File: src/rtl/mbc_pkg.sv
// Constants shared by the basic-computer control unit: sequence counter width and
// terminal count, used by both the sequencer and the timing decoder.
package mbc_pkg;

  localparam int unsigned SC_WIDTH = 4;
  localparam int unsigned SC_MAX   = (2 ** SC_WIDTH) - 1;

endpackage : mbc_pkg

File: src/rtl/step_edge_detect.sv
// Registered rising-edge detector for the debug STEP button.
module step_edge_detect (
  input  logic clk,
  input  logic rst,
  input  logic step,
  output logic step_rise
);

  logic step_q;

  always_ff @(posedge clk) begin
    if (rst) begin
      step_q <= 1'b0;
    end else begin
      step_q <= step;
    end
  end

  // Combinational so a press is acted on at the same edge that first samples it.
  assign step_rise = step & ~step_q;

endmodule : step_edge_detect

File: src/rtl/sc_sequencer.sv
// Sequence counter for the control unit: a timing counter gated by the S (run)
// flip-flop, with halt, end-of-instruction clear and single-step debug.
module sc_sequencer
  import mbc_pkg::*;
#(
  parameter int unsigned WIDTH = SC_WIDTH
) (
  input  logic             CLK,
  input  logic             RST,
  input  logic             START,
  input  logic             HALT,
  input  logic             SC_CLR,
  input  logic             STEP_MODE,
  input  logic             STEP,
  output logic [WIDTH-1:0] SC_OUT,
  output logic             RUN,
  output logic             WRAP_ERR
);

  localparam logic [WIDTH-1:0] ALL_ONES = '1;

  logic step_rise;
  logic adv;
  logic fresh_start;
  logic wrapping;

  step_edge_detect u_step_edge (
    .clk       (CLK),
    .rst       (RST),
    .step      (STEP),
    .step_rise (step_rise)
  );

  assign adv         = RUN & (~STEP_MODE | step_rise);
  assign fresh_start = START & ~RUN & ~HALT;
  assign wrapping    = adv & ~SC_CLR & ~HALT & (SC_OUT == ALL_ONES);

  always_ff @(posedge CLK) begin
    if (RST) begin
      SC_OUT   <= '0;
      RUN      <= 1'b0;
      WRAP_ERR <= 1'b0;
    end else begin
      // Counter: halt and end-of-instruction clear both beat an advance.
      if (HALT || SC_CLR) begin
        SC_OUT <= '0;
      end else if (adv) begin
        SC_OUT <= SC_OUT + WIDTH'(1);
      end

      if (HALT) begin
        RUN <= 1'b0;
      end else if (START && !RUN) begin
        RUN <= 1'b1;
      end

      // Sticky until a fresh run begins; start and advance are mutually exclusive.
      if (fresh_start) begin
        WRAP_ERR <= 1'b0;
      end else if (wrapping) begin
        WRAP_ERR <= 1'b1;
      end
    end
  end

endmodule : sc_sequencer

File: config.mk
export PLATFORM = sky130hd
export DESIGN_NAME = sc_sequencer
export DESIGN_NICKNAME = d
export VERILOG_FILES = /design/src/rtl/mbc_pkg.sv /design/src/rtl/step_edge_detect.sv /design/src/rtl/sc_sequencer.sv
export SDC_FILE = /design/constraint.sdc
export NUM_CORES = 1
export LEC_CHECK = 0
export ABC_AREA = 1
export CAP_MARGIN = 20
export CORE_AREA = 2 2 39 41
export DETAILED_ROUTE_END_ITERATION = 8
export DIE_AREA = 0 0 41 43
export PLACE_DENSITY = 0.52
export SKIP_CTS_REPAIR_TIMING = 1
export SYNTH_ARGS = -nofsm -noshare
export SYNTH_HDL_FRONTEND = slang
export SYNTH_HIERARCHICAL = 1
export SYNTH_SLANG_ARGS = --single-unit
File: constraint.sdc
create_clock -name CLK -period 0.85 [get_ports CLK]
set_input_delay 0.085 -clock CLK [delete_from_list [all_inputs] [get_ports CLK]]
set_output_delay 0.085 -clock CLK [all_outputs]
set_load 0.05 [all_outputs]
## Word-level counts from Yosys, hierarchy flattened

Cells that the tools add are included.

- Output and inout bits: 6
- Flip-flop bits (word level): 7

- Reduce and logical (&&, ||, !) cells: 6
- Add/subtract/negate cells: 1
- Equal/unequal tests: 1
- Bitwise gates (word level): 13

Operators by type and width:

| operator | count |
|---|---|
| 1-bit bitwise AND | 7 |
| 2-bit OR reduction | 3 |
| 1-bit NOT | 5 |
| 4-bit by 1-bit adder with 4-bit output (second input constant) | 1 |
| 4-bit equality test (second input constant) | 1 |
| 1-bit logical AND | 1 |
| 1-bit logical NOT | 1 |
| 1-bit logical OR | 1 |
| 1-bit bitwise OR | 1 |

## Longest topological paths before layout

- Word-level depth: 7
- Mapped depth: 8

## Modules after synthesis

The synthesis kept the hierarchy.

Modules (own cells, without submodules):

| module | area each (um^2) | cells each | times used |
|---|---|---|---|
| sc_sequencer | 320.3 | 43 | 1 |
| step_edge_detect | 31.3 | 4 | 1 |

## Worst setup path before layout

Ideal clock, no wire load.

- Path kind: register to register
- Start: register SC_OUT[0]
- End: register WRAP_ERR
- Stages on the path, launching flop included: 6
- Path buffers: 0
- Path slack: -0.486 ns
- Arrival time: 1.271 ns
- Data required time: 0.785 ns
- Path through: dfxtp_1 ha_1 nand3_1 nor2_1 nor2_1 nor2_1

- Word-level cells in the longest chain between the ends: 2

Ends and longest elaborated chain:

| element | line | source |
|---|---|---|
| start, declared | sc_sequencer.sv:15 | `output logic [WIDTH-1:0] SC_OUT,` |
| start signal, assigned | sc_sequencer.sv:48 | `SC_OUT <= SC_OUT + WIDTH'(1);` |
| 4-bit equality test | sc_sequencer.sv:36 | `assign wrapping = adv & ~SC_CLR & ~HALT & (SC_OUT == ALL_ONES);` |
| 1-bit bitwise AND | sc_sequencer.sv:36 |  |
| end signal, assigned | sc_sequencer.sv:42 | `WRAP_ERR <= 1'b0;` |
| end signal, assigned | sc_sequencer.sv:59 | `WRAP_ERR <= 1'b0;` |
| end signal, assigned | sc_sequencer.sv:61 | `WRAP_ERR <= 1'b1;` |
| end, declared | sc_sequencer.sv:17 | `output logic WRAP_ERR` |

Every way passes these cells.
A chain may end at the register's enable or synchronous reset.

## Worst setup path in the final report

- Start: register u_step_edge.step_q
- End: register SC_OUT[0]

- Word-level cells in the longest chain between the ends: 4

Ends and longest elaborated chain:

| element | line | source |
|---|---|---|
| start, declared | step_edge_detect.sv:9 | `logic step_q;` |
| start signal, assigned | step_edge_detect.sv:15 | `step_q <= step;` |
| 1-bit NOT | step_edge_detect.sv:20 | `assign step_rise = step & ~step_q;` |
| 1-bit bitwise AND | step_edge_detect.sv:20 |  |
| net step_rise | sc_sequencer.sv:22 | `logic step_rise;` |
| 1-bit bitwise OR | sc_sequencer.sv:34 | `assign adv = RUN & (~STEP_MODE \| step_rise);` |
| 1-bit bitwise AND | sc_sequencer.sv:34 |  |

The timed path passes the listed nets, and every way through them passes these cells.

==> results.md <==
- Pin count of the biggest net entering global routing: 6
- Most common cell in the netlist: nor2_1
- Post-synthesis async set-or-reset flop share: 0%
- CTS HTree Levels: 1
- Actual slew at the worst max-slew pin: 0.177 ns
- Clock root buffer master: clkbuf_4
- Drt wl/cell: around 9.3 um
- Flops & latches, synth: 7
- Placer congestion estimate: 0.720
- Setup crit end kind: flop
- CORE AREA: 0.00138 mm2
- R2r startpoint: u_step_edge/step_q
- Synth top area cells: dfxtp_1 (40%), nor2_1 (13%), nand2_1 (8.5%)
- Fmax achieved: 1050 MHz
- Via density: 4.18
- Layout area overhead: 118%
- Sequential element share of the synthesized area: 39.9%
- Syn_nets: 55
- Failing checks: negative setup slack
- Hpwl dp: 641 um
- Syn avg cell area: 7.48 um2
- Detailed-route DRC error count: 0
- Overflow after GRT: 0
- Number of diodes: 0
- I/O pins: 13
- DRT iter0 DRCs: 11
- Total CTS buffers: 3
- Post-synthesis cell type count: 13
- Most frequent cells after synthesis: nor2_1 (12), nand2_1 (8), dfxtp_1 (7), inv_1 (7), o21ai_2 (3)
- WS Path Type: reg -> reg
- Share of cells above drive strength 1: about three fifths
- Clock Latency Late Sink: roughly 0.25 ns
- # clock sinks: 7
- Cell accounting for the most synthesized area: dfxtp_1
- Post-synth EDFFs: 0
- Top cell type's share of synthesized area: 39.9%
- Final ANT Viol Nets: 0
- Hold path start: STEP
- RSZ-0062 raised after global routing: yes
- Reg2reg setup slack: -0.10 ns
- Port Buf Inserts: 12
- Clock buffer depth: 2
- Final Skew: 0.00610 ns
- Syn. warnings: 6
- Arr. time, crit path: 1.14 ns
- Final setup viols: 10
- Max-slew violation count: 0
- Placed cell area: 661 um2
- Leak: approximately 0.32 nW
- CP startpoint: u_step_edge/step_q
- Synth Instances: 47
- Initial cell density of the core: between 20% and 30%
- Initial antenna violation count: 0
- First-pass GRT wire length: 1350 um
- Worst Path Max Fanout: 4
- Total power draw: 0.000788 W
- Chip height: 43 um
- Crit path required time: 1.03 ns
- Hold WC Path Type: in -> reg
- Filler Cell Count: 132
- CTS tree: done
- Max-cap violations: 0
- Die area: 0.00176 mm2
- Die X-Extent: 41 um
- Final min period: 0.954 ns
- Final wirelength: 852 um
- Tcrit/Tclk final: 112%
- Final net count: 85
- FF/Latch Area: 158 um2
- Reg clk slew, reported paths: 0.06 ns
- Synth Flop Type: dfxtp_1
- Slew headroom: 88.2%
- Maximum VDD drop: 0.000482 V
- Total GRT Usage: ~12%
- Number of global-route vias before repair: approximately 350
- Area of the multi-input gates: 233 um2
- Final hold violations: 0
- Final worst slack: -0.104 ns
- Startpoint types: flop
- Final cell area excluding filler cells: 766 um2
- Outcome: finished, violations left
- DR vias: 385
- Area of the mapped netlist: about 350 um2
- Power Density: 1030 mW/mm2
- Std cell rows: 14
- DR pass1 iterations: 4
-- layer usage --
metal  global-route usage, %  up-vias  routed length [um]
met3                    4.71        2                  20
li1                        -      203                   -
met4                    12.0        0                  14
met1                    15.1      173                 389
met5                       0        -                   0
met2                    14.7        7                 426
-- state kept, by name (all words and copies together) (netlist names) --
signal and count:
RUN 1, SC_OUT 4, WRAP_ERR 1, u_step_edge/step_q 1
-- placed cells by master, fill, tap and decap left out, drive strengths merged --
cell type and count:
clkbuf 4, nor2 14, o21bai 1, inv 7
dlymetal6s2s 1, ha 1, dfxtp 7, nand2 8
buf 19, nand3 2, clkdlybuf4s50 5, a21oi 3
or2 1, o21ai 3
-- critical path, stage by stage, from the launching register on --
cell and delay, ns:
dfxtp_1 0.30, nor2_2 0.09, inv_2 0.06, a21oi_4 0.20, buf_6 0.12, o21ai_2 0.04, nor2_1 0.07
-- final cells by class --
| type | instances | area share (%) |
|---|---|---|
| Sequential cell | 7 | 20.6 |
| Tap cell | 16 | 2.61 |
| Clock buffer | 4 | 3.43 |
| Inverter | 7 | 3.43 |
| Timing Repair Buffer | 25 | 39.5 |
| Multi-Input combinational cell | 33 | 30.4 |
-- path summary, 6_finish.rpt --
| kind | endpoint | depth (start not counted) |
|---|---|---|
| worst max-delay path | SC_OUT[0] | 6 |
| worst min-delay path | u_step_edge/step_q | 3 |
| worst max register to register | SC_OUT[0] | 6 |
| worst min register to register | WRAP_ERR | 2 |
-- cells by family (layout without fill, tap and decap cells) --
group | Yosys count | count (layout) | share of synthesized area, %
AOI/OAI and AO/OA | 7 | 7 | 14.9
adders and majority gates | 1 | 1 | 3.56
buffers and inverters | 7 | 36 | 7.47
DFF | 7 | 7 | 39.9
and+or+nand+nor | 25 | 25 | 34.2
-- where the power goes --
part | internal [W] | switching (W) | total, W
sequential | 0.000324 | 0.00000507 | 0.000329
combinational | 0.0000785 | 0.0000670 | 0.000146
clock | 0.000180 | 0.000134 | 0.000314
total | 0.000582 | 0.000206 | 0.000788
-- metrics by stage --
| stage | hold slack (ns) | TNS (ns) | instances | utilization (%) | setup WS, ns |
|---|---|---|---|---|---|
| floorplan | 0.157 | -0.381 | 47 | - | -0.127 |
| global placement | 0.514 | -2.12 | 84 | 47.7 | -0.445 |
| detailed placement | 0.523 | -2.12 | 84 | 47.7 | -0.441 |
| CTS | 0.368 | -1.25 | 88 | 49.6 | -0.169 |
| global route | 0.0923 | -1.24 | 92 | 55.3 | -0.161 |
| finish | 0.0799 | -0.775 | 92 | 55.3 | -0.104 |
(Power assumes the default switching activity.)
